==> src/rtl/alu_mem_sequencer.sv <==
// Self-sequencing memory-to-memory ALU: reads A and B byte-wise, executes one op,
// writes the result back byte-wise. States: IDLE wait | LOAD latch | RDA/RDB read | WAIT drain | EXEC alu | WR write | DONE pulse
module alu_mem_sequencer #(
  parameter int DATA_W = 16,
  parameter int ADDR_W = 16
) (
  input  logic              Clock,
  input  logic              Reset,
  input  logic              Start,
  input  logic [2:0]        Op,
  input  logic [ADDR_W-1:0] SrcAAddr,
  input  logic [ADDR_W-1:0] SrcBAddr,
  input  logic [ADDR_W-1:0] DstAddr,
  output logic              Busy,
  output logic              Done,
  output logic [DATA_W-1:0] Result,
  output logic [3:0]        Flags,
  output logic [ADDR_W-1:0] Mem_Address,
  output logic [7:0]        Mem_Data,
  output logic              Mem_WR,
  output logic              Mem_CS,
  input  logic [7:0]        MemOut
);

  localparam int NB = DATA_W / 8;
  localparam int CW = (NB > 1) ? $clog2(NB) : 1;
  localparam logic [CW-1:0] CNT_LAST = CW'(NB - 1);

  typedef enum logic [2:0] {
    S_IDLE, S_LOAD, S_RDA, S_RDB, S_WAIT, S_EXEC, S_WR, S_DONE
  } state_t;

  state_t              state_q, state_d;
  logic [CW-1:0]       cnt_q, cnt_d;
  logic [2:0]          op_q, op_d;
  logic [ADDR_W-1:0]   srca_q, srca_d, srcb_q, srcb_d, dst_q, dst_d;
  logic                rd1_q, rd1_d, rd2_q, rd2_d;
  logic [2*DATA_W-1:0] opnd_q, opnd_d;
  logic [DATA_W-1:0]   wsh_q, wsh_d;
  logic [DATA_W-1:0]   result_q, result_d;
  logic [3:0]          flags_q, flags_d;
  logic                busy_q, busy_d, done_q, done_d, cs_q, cs_d, wr_q, wr_d;
  logic [ADDR_W-1:0]   addr_q, addr_d;
  logic [7:0]          data_q, data_d;

  logic [DATA_W-1:0]   opa, opb, alu_res;
  logic [DATA_W:0]     sum, diff;
  logic                alu_c, alu_o;
  logic [3:0]          alu_flags;

  // Operand bytes shift in from the top, so after 2*NB captures opnd = {B, A}
  assign opa  = opnd_q[DATA_W-1:0];
  assign opb  = opnd_q[2*DATA_W-1:DATA_W];
  assign sum  = {1'b0, opa} + {1'b0, opb};
  assign diff = {1'b0, opa} - {1'b0, opb};

  always_comb begin
    alu_res = '0;
    alu_c   = flags_q[2];
    alu_o   = flags_q[0];
    case (op_q)
      3'b000: begin
        alu_res = sum[DATA_W-1:0];
        alu_c   = sum[DATA_W];
        alu_o   = (opa[DATA_W-1] == opb[DATA_W-1]) && (sum[DATA_W-1] != opa[DATA_W-1]);
      end
      3'b001: begin
        alu_res = diff[DATA_W-1:0];
        alu_c   = ~diff[DATA_W];
        alu_o   = (opa[DATA_W-1] != opb[DATA_W-1]) && (diff[DATA_W-1] != opa[DATA_W-1]);
      end
      3'b010: alu_res = opa & opb;
      3'b011: alu_res = opa | opb;
      3'b100: alu_res = opa ^ opb;
      3'b101: alu_res = ~opa;
      3'b110: begin
        alu_res = opa << 1;
        alu_c   = opa[DATA_W-1];
      end
      default: begin
        alu_res = opa >> 1;
        alu_c   = opa[0];
      end
    endcase
    alu_flags = {(alu_res == '0), alu_c, alu_res[DATA_W-1], alu_o};
  end

  always_comb begin
    state_d  = state_q;
    cnt_d    = cnt_q;
    op_d     = op_q;
    srca_d   = srca_q;
    srcb_d   = srcb_q;
    dst_d    = dst_q;
    rd2_d    = rd1_q;
    opnd_d   = opnd_q;
    wsh_d    = wsh_q;
    result_d = result_q;
    flags_d  = flags_q;
    addr_d   = addr_q;
    data_d   = data_q;

    // Read data returns two edges after the address is registered
    if (rd2_q) opnd_d = {MemOut, opnd_q[2*DATA_W-1:8]};

    case (state_q)
      S_IDLE: if (Start) begin
        state_d = S_LOAD;
        op_d    = Op;
        srca_d  = SrcAAddr;
        srcb_d  = SrcBAddr;
        dst_d   = DstAddr;
      end
      S_LOAD: begin
        state_d = S_RDA;
        cnt_d   = CNT_LAST;
        addr_d  = srca_q;
      end
      S_RDA: if (cnt_q == '0) begin
        state_d = S_RDB;
        cnt_d   = CNT_LAST;
        addr_d  = srcb_q;
      end else begin
        cnt_d  = cnt_q - CW'(1);
        addr_d = addr_q + ADDR_W'(1);
      end
      S_RDB: if (cnt_q == '0) begin
        state_d = S_WAIT;
      end else begin
        cnt_d  = cnt_q - CW'(1);
        addr_d = addr_q + ADDR_W'(1);
      end
      S_WAIT: state_d = S_EXEC;
      S_EXEC: begin
        state_d  = S_WR;
        cnt_d    = CNT_LAST;
        addr_d   = dst_q;
        data_d   = alu_res[7:0];
        wsh_d    = alu_res >> 8;
        result_d = alu_res;
        flags_d  = alu_flags;
      end
      S_WR: if (cnt_q == '0) begin
        state_d = S_DONE;
      end else begin
        cnt_d  = cnt_q - CW'(1);
        addr_d = addr_q + ADDR_W'(1);
        data_d = wsh_q[7:0];
        wsh_d  = wsh_q >> 8;
      end
      S_DONE:  state_d = S_IDLE;
      default: state_d = S_IDLE;
    endcase

    rd1_d  = (state_d == S_RDA) || (state_d == S_RDB);
    busy_d = (state_d != S_IDLE);
    done_d = (state_d == S_DONE);
    cs_d   = (state_d == S_RDA) || (state_d == S_RDB) || (state_d == S_WR);
    wr_d   = (state_d == S_WR);
  end

  always_ff @(posedge Clock) begin
    if (!Reset) begin
      state_q  <= S_IDLE;
      cnt_q    <= '0;
      op_q     <= '0;
      srca_q   <= '0;
      srcb_q   <= '0;
      dst_q    <= '0;
      rd1_q    <= 1'b0;
      rd2_q    <= 1'b0;
      opnd_q   <= '0;
      wsh_q    <= '0;
      result_q <= '0;
      flags_q  <= '0;
      busy_q   <= 1'b0;
      done_q   <= 1'b0;
      cs_q     <= 1'b0;
      wr_q     <= 1'b0;
      addr_q   <= '0;
      data_q   <= '0;
    end else begin
      state_q  <= state_d;
      cnt_q    <= cnt_d;
      op_q     <= op_d;
      srca_q   <= srca_d;
      srcb_q   <= srcb_d;
      dst_q    <= dst_d;
      rd1_q    <= rd1_d;
      rd2_q    <= rd2_d;
      opnd_q   <= opnd_d;
      wsh_q    <= wsh_d;
      result_q <= result_d;
      flags_q  <= flags_d;
      busy_q   <= busy_d;
      done_q   <= done_d;
      cs_q     <= cs_d;
      wr_q     <= wr_d;
      addr_q   <= addr_d;
      data_q   <= data_d;
    end
  end

  assign Busy        = busy_q;
  assign Done        = done_q;
  assign Result      = result_q;
  assign Flags       = flags_q;
  assign Mem_Address = addr_q;
  assign Mem_Data    = data_q;
  assign Mem_WR      = wr_q;
  assign Mem_CS      = cs_q;

endmodule
==> config.mk <==
export PLATFORM = sky130hd
export DESIGN_NAME = alu_mem_sequencer
export DESIGN_NICKNAME = d
export VERILOG_FILES = /design/src/rtl/alu_mem_sequencer.sv
export SDC_FILE = /design/constraint.sdc
export NUM_CORES = 1
export LEC_CHECK = 0
export ABC_AREA = 1
export BUFFER_PORTS_ARGS = -buffer_cell sky130_fd_sc_hd__buf_2
export CAP_MARGIN = 20
export CORE_MARGIN = 1
export CORE_UTILIZATION = 40
export DETAILED_ROUTE_END_ITERATION = 6
export SLEW_MARGIN = 5
export SYNTH_ARGS = -nofsm -noshare
export SYNTH_HDL_FRONTEND = slang
export SYNTH_SLANG_ARGS = --single-unit
==> constraint.sdc <==
create_clock -name Clock -period 2.7 [get_ports Clock]
set_clock_uncertainty 0.05 [all_clocks]
set_input_delay 0.405 -clock Clock [delete_from_list [all_inputs] [get_ports Clock]]
set_output_delay 0.405 -clock Clock [all_outputs]
set_load 0.05 [all_outputs]
## Yosys cells after proc, flatten, opt, wreduce, memory -nomap -nowiden

Index checks and enable logic that the tools add are counted.

| word-level totals | value |
|---|---|
| flip-flop bits (word level) | 153 |
| bits of input ports | 62 |
| output and inout port bits | 48 |
| word-level logic and storage cells | 91 |

| operators by class | value |
|---|---|
| add/sub/neg operators | 4 |
| equality and inequality tests | 23 |
| muxes and demuxes | 18 |
| bitwise operators | 6 |
| reduce and logical (&&, ||, !) cells | 20 |

Operators by type and width:

| operator | number |
|---|---|
| case mux 16 bit (7 select lines) | 1 |
| case mux 16 bit (4 select lines) | 1 |
| 2-to-1 mux 16 bit | 3 |
| case mux 16 bit (2 select lines) | 1 |
| equality test 3 bit (second input constant) | 9 |
| case mux 3 bit (8 select lines) | 1 |
| equality test 3 x 2 -> 1 bit (second input constant) | 6 |
| adder 16 x 16 -> 17 bit | 1 |
| subtractor 16 x 16 -> 17 bit | 1 |
| adder 16 x 1 -> 16 bit (second input constant) | 1 |
| bitwise AND 16 bit | 1 |
| zero test 16 bit | 1 |
| NOT 16 bit | 1 |
| bitwise OR 16 bit | 1 |
| case mux 8 bit (2 select lines) | 1 |
| bitwise XOR 16 bit | 1 |
| 2-to-1 mux 3 bit | 4 |
| AND reduction 2 bit | 5 |
| 2-to-1 mux 8 bit | 1 |
| equality test 3 x 1 -> 1 bit (second input constant) | 2 |
| zero test 3 bit | 2 |
| nonzero test 3 bit | 2 |
| case mux 1 bit (4 select lines) | 1 |
| nonzero test 2 bit | 2 |
| other kinds (14) | 21 |

## Depth between registers and ports, before layout

Gate-level depths: netlist (run 1).

| logic depth | value |
|---|---|
| depth after elaboration | 5 |
| mapped depth | 20 |
| depth with buffers taken out | 19 |

## Worst setup path after synthesis (run 1)

Ideal clock, no wire load.

| path | value |
|---|---|
| path kind | register -> register |
| from | register addr_q[0] (netlist: Mem_Address[0]) |
| to | register addr_q[14] (netlist: Mem_Address[14]) |
| data arrival time | 2.122 ns |
| data required time | 2.518 ns |
| setup slack | 0.396 ns |
| stages on the path, launching flop included | 13 |
| buffers on the path | 0 |
| path through | dfxtp_1 ha_1 nand3_2 nor3_2 nand4_1 nor2_2 nand3_2 nor2_1 nand2_1 nand3_1 a21oi_1 o21ai_1 a21oi_1 |

| on the way | value |
|---|---|
| word-level cells in the longest chain between the ends | 3 |

RTL lines:

| element | RTL line | text |
|---|---|---|
| from (decl) | 43 | `logic [ADDR_W-1:0] addr_q, addr_d;` |
| from (signal assigned) | 199 | `addr_q <= addr_d;` |
| adder 16 x 1 -> 16 bit * | 125, 131, 147 |  |
| 2-to-1 mux 16 bit (on tied branches) | 127, 143, 119 |  |
| case mux 16 bit (4 select lines) * | 106 | `case (state_q)` |

Mark *: on every way between the ends. The rest lies on a longest branch, timed or not. The select of a mux whose other input is x is not followed.
A chain may end at the register's enable or synchronous reset.

## Final worst setup path (run 1)

| path | value |
|---|---|
| from | register op_q[0] |
| to | register flags_q[3] (netlist: Flags[3]) |

| on the way | value |
|---|---|
| word-level cells in the longest chain between the ends | 3 |

RTL lines:

| element | RTL line | text |
|---|---|---|
| from (decl) | 35 | `logic [2:0] op_q, op_d;` |
| from (signal assigned) | 185 | `op_q <= op_d;` |
| equality test 3 bit (tied with other cells) | 61 | `case (op_q)` |
| case mux 16 bit (7 select lines) * | 61 |  |
| zero test 16 bit * | 85 | `alu_flags = {(alu_res == '0), alu_c, alu_res[DATA_W-1], alu_o};` |
| to (signal assigned) | 194 | `flags_q <= flags_d;` |
| to (decl) | 41 | `logic [3:0] flags_q, flags_d;` |

Mark *: on every way between the ends. The rest lies on a longest branch, timed or not.

==> summary.md, run 1 <==
| Metric | Value |
|---|---|
| Status | `finished, final reports clean` |
| TritonCTS Buffers | `17` |
| Inserted Diodes | `0` |
| Post-DP Area | `around 10,000 um2` |
| Maximum VDD drop | `0.406 mV` |
| Period utilization | `96.2%` |
| Min-Delay Path Class | `in -> reg` |
| Via count | `~9,600` |
| Leak pwr | `about 4.9 nW` |
| Total power | `0.00848 W` |
| Ys Warns | `0` |
| Largest cells by area after synthesis | `dfxtp_1 32%, nand2_1 15%, a21oi_1 9.2%` |
| Die Area | `between 20,000 and 25,000 um2` |
| Relative slew slack | `approximately 64%` |
| Std cell rows | `54` |
| Seq/Total Area, Yosys | `roughly a third` |
| Root Buffer Master | `clkbuf_16` |
| Yosys top cell area share | `between 30 and 40%` |
| Final hold vios | `0` |
| CP arrival | `just under 3000 ps` |
| Hold bufs inserted after CTS | `0` |
| Sw frac | `a little over two fifths` |
| DR vias/cell | `roughly 5.3` |
| Setup-failing EPs final | `0` |
| Clk buf depth | `2` |
| Unrepaired setup endpoints after global routing | `no` |
| Clock slew at reported path FFs | `roughly 80 ps` |
| NumNets Final | `between 1,500 and 2,000` |
| Chip width | `around 150 um` |
| Fill count | `2,304` |
| Initial Util | `around two fifths` |
| Core Area | `between 20,000 and 25,000 um2` |
| Comb power frac | `between 40% and 50%` |
| Worst slew pin tran | `approximately 550 ps` |
| Finished Core Util | `49.9%` |
| Reg power frac | `between 30% and 40%` |
| TritonCTS clock tree | `done` |
| Worst endpoint required time | `between 3000 and 4000 ps` |
| Most used flip-flop cell after synthesis | `dfxtp_1` |
| TritonCTS Sinks | `144` |
| Crit path launch type | `flop` |
| Drt wl/cell | `17.6 um` |
| # IOs | `between 100 and 150` |
| Grt total ovfl | `0` |
| Netlist cell types | `between 40 and 50` |
| Power Dens Cells | `slightly below 800 nW/um2` |
| Cell internal pwr | `a little under 0.005 W` |
| Fin crit period | `2600 ps` |
| First-pass GRT wire length | `slightly below 50,000 um` |
| DP HPWL | `roughly 25,000 um` |
| Share of layout cells above drive strength 1 | `just over 20%` |
| Area delta synth->final | `22.6%` |
| Largest net degree at the start of global routing | `between 50 and 60` |
| Worst skew pair latency | `430 ps` |
| DRT iter0 DRCs | `850` |
| Post-route cell area | `roughly 11,000 um2` |
| H-tree levels | `4` |
| Mapped Cells | `~1,400` |
| Synth Register Bits | `around 140` |
| Drt pass-1 iters | `7` |
| Synth Net Count | `approximately 1,500` |
| Vias in the first global route | `between 8,000 and 9,000` |
| Tot GR Track Use | `28.4%` |
| Post-synth EDFFs | `0` |
| Setup_tns | `0 ps` |
| Fmax | `roughly 0.38 GHz` |
| Antenna violations before repair | `0` |
| Syn_area_per_cell | `~6.5 um2` |
| Switch Pwr | `about 0.0037 W` |
| Placer Congestion | `1.01` |
| Max cap viols | `0` |
| Crit end category | `flop` |
| Port-buffer cells | `approximately 110` |
| # DRC | `0` |
| Chip height | `151 um` |
| Synthesized area | `around 8900 um2` |
| Smallest hold slack | `between 150 and 200 ps` |
| Critical path class | `reg -> reg` |
| Synth area leader | `dfxtp_1` |
| CP max FO | `9` |
| Fin. max-slew vios | `0` |
| Post-Route WL | `31,700 um` |
| Clock share of power | `about 27%` |
| Share of flip-flops with an asynchronous set or reset | `0%` |
| ANT nets after route | `0` |
-- sequential cells by signal (all words and copies together) (netlist names) --
signal / cells
opnd_q: 32
Mem_Address: 16
dst_q: 16
srca_q: 16
srcb_q: 16
Result: 15
Mem_Data: 8
wsh_q: 8
Flags: 4
op_q: 3
state_q: 3
Busy: 1
Done: 1
Mem_CS: 1
Mem_WR: 1
cnt_q: 1
rd1_q: 1
rd2_q: 1
-- worst max-delay path, cell delays in order, from the launching register on --
cell,delay [ps]
dfxtp_1,590
nor2_2,150
nand2_2,230
buf_4,210
buf_4,150
o221ai_1,130
nor3_1,300
nand3_1,200
nand2_1,120
nand2_1,50
nor2_1,110
nand4_1,110
a21oi_1,150
-- layout by cell type, fill, tap and decap left out, types with 17 or more instances in the layout --
master	count
inv_2	22
o21ai_0	83
nor2_1	78
a21oi_1	162
buf_4	86
nand3_1	87
dfxtp_1	139
buf_2	109
o211ai_1	18
clkbuf_16	17
inv_1	160
nand4_1	22
ha_1	41
nand2_1	342
-- metal layers --
| metal | routed length [um] | GRT usage, % | vias up |
|---|---|---|---|
| li1 | - | - | 4769 |
| met1 | 14400 | 38.0 | 4455 |
| met2 | 14600 | 45.1 | 339 |
| met3 | 1790 | 4.28 | 46 |
| met4 | 1010 | 12.6 | 0 |
| met5 | 0 | 0 | - |
-- stage by stage --
step	std cells	setup WS, ps
after floorplan	1360	396
after global placement	1770	-128
after detailed placement	1770	-174
after CTS	1802	2.94
after global routing	1803	0.449
final	1803	101
-- power by group through the flow --
stage          clock, W  sequential, W  combinational [W]
2_1_floorplan         0        0.00282            0.00208
5_1_grt         0.00245        0.00264            0.00393
3_3_place_gp          0        0.00263            0.00341
6_report        0.00232        0.00260            0.00356
3_5_place_dp          0        0.00264            0.00341
4_1_cts         0.00234        0.00259            0.00344
-- layout make-up --
| cell class | instances | area (um2) | share of cell area, % |
|---|---|---|---|
| Clock buffer | 18 | 439 | 4.03 |
| Inverter | 184 | 693 | 6.37 |
| Clock inverter | 14 | 139 | 1.28 |
| Tap cell | 280 | 350 | 3.22 |
| Timing Repair Buffer | 196 | 1210 | 11.1 |
| Sequential cell | 144 | 2890 | 26.6 |
| Multi-Input combinational cell | 967 | 5160 | 47.4 |
-- what timing repair did --
action                                  in CTS  in global routing
pin swaps                                    0                  4
gates resized for setup                      5                 41
endpoints found under the setup margin       1                  4
buffers inserted                             0                  1
-- cells by family after synthesis --
| family | synth area share [%] |
|---|---|
| fa+ha+maj | 7.64 |
| buf+inv | 11.1 |
| flops | 32.5 |
| xor+xnor | 0.395 |
| simple gates | 28.2 |
| compound gates | 20.2 |
-- synth_stat cells (4+ instances only) --
master and instances:
a21oi_1 163, clkbuf_1 36, nand3_1 91, nand4_1 22, buf_2 25, o221ai_1 5, inv_2 11, nand3_2 5
inv_1 170, nor2_1 83, a31oi_1 5, o22ai_1 13, o21ai_1 11, nor3_1 11, o21bai_1 4, a221oi_1 4
o211ai_1 18, nand2_1 345, o21ai_0 83, ha_1 51, dfxtp_1 144, nor2_2 11, buf_4 4, o2111ai_1 12
nand2_2 5
-- final timing paths --
| kind | start | slack, ps | cells past startpoint | endpoint |
|---|---|---|---|---|
| max | op_q[0] | 100 | 12 | Flags[3] |
| min | DstAddr[9] | 160 | 3 | dst_q[9] |
| max reg2reg | op_q[0] | 100 | 12 | Flags[3] |
| min reg2reg | srca_q[15] | 390 | 2 | srca_q[15] |
Power figures use the tool's default switching activity.
==> run 2, diff against run 1 <==
CELL_PAD_IN_SITES_DETAIL_PLACEMENT = 1   (was default)
CELL_PAD_IN_SITES_GLOBAL_PLACEMENT = 1   (was default)
CTS_CLUSTER_DIAMETER = 100   (was default)
PLACE_DENSITY_LB_ADDON = 0.1   (was default)
==> run 2 against run 1 <==
Compared with the run above:
- clock power grew 5%
- maximum frequency rose by 2.9%
- via count rose by 3.7%
- largest cell class unchanged
- routed wire length rose by 16%
- cell count is 0.17% lower
- clock-buffer cell count shrank 1
- critical endpoint is now Result[8]
- critical path type unchanged
==> summary.md, run 2 (same netlist as run 1, synthesis figures left out) <==
| Metric | Value |
|---|---|
| DR vias/cell | `5.54 (+3.9%)` |
| Power Dens Cells | `808 nW/um2 (+3.8%)` |
| Vias in the first global route | `9,782 (+10%)` |
| Placer Congestion | `1.04 (+2.8%)` |
| Tot GR Track Use | `32.8% (+4.4 points)` |
| Maximum VDD drop | `0.495 mV (+22%)` |
| Core Area | `21,800 um2 (unchanged)` |
| Min-Delay Path Class | `in -> reg` |
| Root Buffer Master | `clkbuf_16` |
| Leading cell type in the layout, fill and taps excluded | `nand2_1` |
| Max cap viols | `0 (unchanged)` |
| Setup-failing EPs final | `0 (unchanged)` |
| Critical path class | `reg -> reg` |
| Commonest cells after routing, fill and taps aside | `341 x nand2_1, 161 x inv_1, 161 x a21oi_1` |
| Post-DP Area | `10,100 um2 (about the same)` |
| Drt pass-1 iters | `5 (-2)` |
| DRT iter0 DRCs | `740 (-13%)` |
| Reg power frac | `29.6% (-1.1 points)` |
| DP HPWL | `28,300 um (+15%)` |
| NumNets Final | `1,622 (-0.18%)` |
| Sw frac | `44.8% (+1.5 points)` |
| Clock share of power | `27.5% (+0.2 points)` |
| Cell internal pwr | `0.00490 W (+1.9%)` |
| Grt total ovfl | `0 (unchanged)` |
| CP arrival | `2780 ps (-130 ps)` |
| Std cell rows | `54 (unchanged)` |
| Largest net degree at the start of global routing | `55 (+3.8%)` |
| Fill count | `2,931 (+27%)` |
| Fin. max-slew vios | `0 (unchanged)` |
| # IOs | `110 (unchanged)` |
| Setup_tns | `0 ps (unchanged)` |
| Antenna violations before repair | `2 (+2)` |
| TritonCTS Buffers | `17 (unchanged)` |
| Fin crit period | `2530 ps (-73.2 ps)` |
| Post-Route WL | `36,900 um (+16%)` |
| Finished Core Util | `50.3% (+0.44 points)` |
| # DRC | `0 (unchanged)` |
| Share of layout cells above drive strength 1 | `21.3% (+0.96 points)` |
| Leak pwr | `4.95 nW (+0.63%)` |
| Chip height | `151 um (unchanged)` |
| Drt wl/cell | `20.5 um (+17%)` |
| Comb power frac | `42.9% (+1.0 points)` |
| Post-route cell area | `11,000 um2 (+0.87%)` |
| Period utilization | `93.5% (-2.7 points)` |
| Worst slew pin tran | `656 ps (+110 ps)` |
| Final hold vios | `0 (unchanged)` |
| Inserted Diodes | `0 (unchanged)` |
| ANT nets after route | `0 (unchanged)` |
| Chip width | `151 um (unchanged)` |
| Most flops, register | `opnd_q` |
| Status | `finished, final reports clean` |
| Hold bufs inserted after CTS | `0 (unchanged)` |
| Max FFs per register | `32 (unchanged)` |
| TritonCTS Sinks | `144 (unchanged)` |
| H-tree levels | `4 (unchanged)` |
| Worst skew pair latency | `440 ps (about the same)` |
| Switch Pwr | `0.00397 W (+8.3%)` |
| Die Area | `22,800 um2 (unchanged)` |
| Worst endpoint required time | `2950 ps (-60 ps)` |
| Initial Util | `40.7% (unchanged)` |
| Crit end category | `flop` |
| Non-Filler Instances | `1,800 (-0.17%)` |
| Crit path launch type | `flop` |
| Placed Cells | `1,767 (-0.17%)` |
| First-pass GRT wire length | `55,800 um (+14%)` |
| Clk buf depth | `2 (unchanged)` |
| Relative slew slack | `56.2% (-7.4 points)` |
| TritonCTS clock tree | `done` |
| Via count | `9,968 (+3.7%)` |
| Clock slew at reported path FFs | `70 ps (about the same)` |
| Fmax | `0.396 GHz (+2.9%)` |
| FF-to-FF setup slack | `170 ps (+70 ps)` |
| CP max FO | `6 (-3)` |
| Area delta synth->final | `23.6%` |
| Port-buffer cells | `109 (unchanged)` |
-- run 2: cell types whose count changed in the layout (fill, tap and decap cells not counted), sizes merged --
cell	delta
clkinv	-1
clkinvlp	+1
bufinv	+1
clkbuf	-1
buf	-3
-- run 2: repair_timing --
item	4_1_cts	5_1_grt
gates resized for setup	2	69
pin swaps	0	2
endpoints found under the setup margin	2	13
setup buffers	0	1
-- run 2: area by class of cell --
type / count / area, um2 / share of cell area [%]
inverters: 184 / 693 / 6.31
multi-input cells: 967 / 5240 / 47.8
flip-flops and latches: 144 / 2900 / 26.4
well taps: 280 / 350 / 3.19
clock inverters: 15 / 164 / 1.49
clock buffers: 17 / 425 / 3.87
repair buffers: 193 / 1200 / 11.0
-- run 2: worst paths after layout --
kind,from,endpoint,cells past startpoint
worst max-delay path,opnd_q[19],Result[8],15
worst min-delay path,SrcAAddr[9],srca_q[9],3
worst max register to register,opnd_q[19],Result[8],15
worst min register to register,dst_q[15],dst_q[15],2
-- run 2: worst max-delay path, stage by stage (launching register included) --
cell	delay, ps
dfxtp_4	400
inv_2	80
ha_1	340
buf_4	170
nand2_1	60
nand2_1	100
inv_1	70
nand2_1	160
nand2_1	100
nand2_1	70
nand2_1	50
nand3_1	70
nand3_1	110
o21ai_0	320
buf_4	190
a21oi_1	50
-- run 2: power groups by stage --
stage	Sequential, W	Combinational (W)	Clock [W]
after floorplan	0.00282	0.00208	0
after global placement	0.00265	0.00346	0
after detailed placement	0.00266	0.00353	0
after CTS	0.00262	0.00357	0.00248
after global routing	0.00266	0.00415	0.00257
final	0.00263	0.00381	0.00244
-- run 2: per-layer routing --
layer  vias to the layer above  GRT usage [%]  wire length (um)
li1                       4766              -                 -
met1                      4811           44.3             17000
met2                       318           51.7             16300
met3                        71           6.66              2470
met4                         2           11.2              1170
met5                         -              0                13
-- run 2: metrics by stage --
step                setup slack [ps]  hold WS, ps  total power [W]
floorplan                        396          340          0.00490
global placement                36.4          381          0.00611
detailed placement             -26.7          393          0.00619
CTS                             3.90          146          0.00866
global route                   -27.9          162          0.00939
finish                           175          157          0.00888
==> run 3, diff against run 2 <==
clock period = 2.4 ns   (was 2.7 ns; I/O delays follow)
==> run 3 against run 2 <==
Compared with the run above:
- clock power rose by 12%
- critical endpoint is now Flags[3]
- critical path type unchanged
- routed wire length rose by 8.6%
- cell count rose by 5.1%
- die area did not move
- highest routed layer is now met4
- final area rose by 9.9%
- setup slack got worse by 150 ps
- core utilization rose by 5.0 points
- largest cell class unchanged
- register-to-register slack got worse by 150 ps
==> summary.md, run 3 (same netlist as run 1, synthesis figures left out) <==
| Metric | Value |
|---|---|
| Antenna violations before repair | `0 (-2)` |
| Maximum VDD drop | `0.453 mV (-8.5%)` |
| # DRC | `0 (unchanged)` |
| Met1 wire length | `18,100 um (+6.5%)` |
| Worst skew pair latency | `430 ps (about the same)` |
| Crit end category | `flop` |
| Power Dens Cells | `902 nW/um2 (+12%)` |
| Period utilization | `98.8% (+5.3 points)` |
| Area of the multi-input gates | `5590 um2 (+6.6%)` |
| Fill count | `2,905 (-0.89%)` |
| Port-buffer cells | `109 (unchanged)` |
| Chip width | `151 um (unchanged)` |
| First-pass GRT wire length | `58,400 um (+4.7%)` |
| Relative slew slack | `47.8% (-8.4 points)` |
| Vias in the first global route | `10,300 (+5.8%)` |
| Max cap viols | `0 (unchanged)` |
| CP dominant cell by count | `nand2_2` |
| CP max FO | `4 (-2)` |
| Unrepaired setup endpoints after global routing | `yes` |
| WL met3 | `2830 um (+15%)` |
| Worst slew pin tran | `781 ps (+126 ps)` |
| Top layer in use | `met4` |
| Fin crit period | `2370 ps (-153 ps)` |
| Clock slew at reported path FFs | `70 ps (about the same)` |
| Worst endpoint required time | `2710 ps (-240 ps)` |
| DR vias/cell | `5.63 (+1.7%)` |
| Fin. max-slew vios | `0 (unchanged)` |
| Clk buf depth | `2 (unchanged)` |
| # IOs | `110 (unchanged)` |
| Inserted Diodes | `0 (unchanged)` |
| Smallest hold slack | `126 ps (-30.3 ps)` |
| Most flops, register | `opnd_q` |
| TritonCTS clock tree | `done` |
| Grt total ovfl | `0 (unchanged)` |
| Drt pass-1 iters | `5 (unchanged)` |
| Final hold vios | `0 (unchanged)` |
| Placer Congestion | `1.04 (+0.23%)` |
| CP arrival | `2690 ps (-90 ps)` |
| Max stage delay on crit path | `350 ps (-50 ps)` |
| NumNets Final | `1,714 (+5.7%)` |
| Share of layout cells above drive strength 1 | `31.3% (+10 points)` |
| TritonCTS Buffers | `17 (unchanged)` |
| Critical path class | `reg -> reg` |
| Root Buffer Master | `clkbuf_16` |
| Min-Delay Path Class | `in -> reg` |
| Crit-path cells | `inv_2 > ha_4 > buf_6 > nand2_2 > nand2_2 > nand2_2 > nand2_2 > inv_2 > nand2_2 > nand2_2 > nand2_2 > nand2_1 > nand3_1 > nand2_1 > nor2_1 > nand2_1 > nor2_2 > nand4_1 > a21oi_1` |
| Die Area | `22,800 um2 (unchanged)` |
| Std cell rows | `54 (unchanged)` |
| Largest net degree at the start of global routing | `66 (+20%)` |
| Leak pwr | `5.53 nW (+12%)` |
| DRT iter0 DRCs | `781 (+5.5%)` |
| TritonCTS Sinks | `144 (unchanged)` |
| Max FFs per register | `32 (unchanged)` |
| Hold bufs inserted after CTS | `0 (unchanged)` |
| Fmax | `0.422 GHz (+6.5%)` |
| ANT nets after route | `0 (unchanged)` |
| Post-DP Area | `10,800 um2 (+6.1%)` |
| Area delta synth->final | `35.9%` |
| Status | `finished, final reports clean` |
| Metal2 WL | `17,800 um (+9.5%)` |
| Via count | `10,700 (+6.9%)` |
| Commonest cells after routing, fill and taps aside | `307 x nand2_1, 169 x buf_4, 157 x a21oi_1` |
| DP HPWL | `30,100 um (+6.4%)` |
| Leading cell type in the layout, fill and taps excluded | `nand2_1` |
| Post-route cell area | `12,100 um2 (+9.9%)` |
| Chip height | `151 um (unchanged)` |
| Setup-failing EPs final | `0 (unchanged)` |
| Drt wl/cell | `21.2 um (+3.3%)` |
| Crit path launch type | `flop` |
| H-tree levels | `4 (unchanged)` |
| Post-Route WL | `40,100 um (+8.6%)` |
| Reg area | `2910 um2 (+0.52%)` |
| Initial Util | `40.7% (unchanged)` |
| CP max-delay cell | `dfxtp_2` |
| Core Area | `21,800 um2 (unchanged)` |
| Tot GR Track Use | `34.6% (+1.8 points)` |
run 3: final timing paths:
check	start	end	slack [ps]	cells past startpoint
setup reg to reg	opnd_q[4]	Flags[3]	30	19
hold reg to reg	rd1_q	rd2_q	360	2
setup / recovery	opnd_q[4]	Flags[3]	30	19
hold / removal	SrcBAddr[4]	srcb_q[4]	130	3
run 3: per-stage QoR:
step           TNS (ps)  setup slack [ps]  instances  utilization (%)  power (W)
6_report              0              27.8       1892             55.3     0.0109
5_1_grt            -116              -107       1892             55.3     0.0114
4_1_cts               0              15.8       1878             52.8     0.0103
3_5_place_dp       -583              -179       1846             49.3    0.00745
3_3_place_gp       -235              -108       1846             49.3    0.00732
2_1_floorplan         0              96.1       1360                -    0.00551
run 3: power by group:
| group | total [W] | switching, W | internal (W) |
|---|---|---|---|
| registers | 0.00294 | 0.000246 | 0.00269 |
| clock network | 0.00274 | 0.00118 | 0.00156 |
| logic | 0.00521 | 0.00333 | 0.00188 |
| total | 0.0109 | 0.00475 | 0.00613 |
run 3: critical path, delay by kind of cell, from the launching register on:
kind,cells,cell delay [ps]
AND/OR/NAND/NOR,14,1170
flip-flops,1,350
adder cells (fa/ha/maj),1,330
buffers and inverters,3,230
AO/OA/AOI/OAI,1,150
run 3: final cells by class:
class,count,area share (%)
Clock inverter,13,1.28
Clock buffer,19,3.59
Tap cell,280,2.90
Sequential cell,144,24.1
Timing Repair Buffer,285,16.0
Multi-Input combinational cell,967,46.3
Inverter,184,5.78
run 3: what timing repair did:
action	CTS	global route
pin swaps	1	39
buffers inserted	0	14
setup endpoints to repair	11	15
resized for setup	37	147
run 3: metal layers:
metal,vias up,GRT usage (%)
met5,-,0
met3,86,7.65
li1,4946,-
met4,0,13.2
met2,441,53.5
met1,5185,46.7
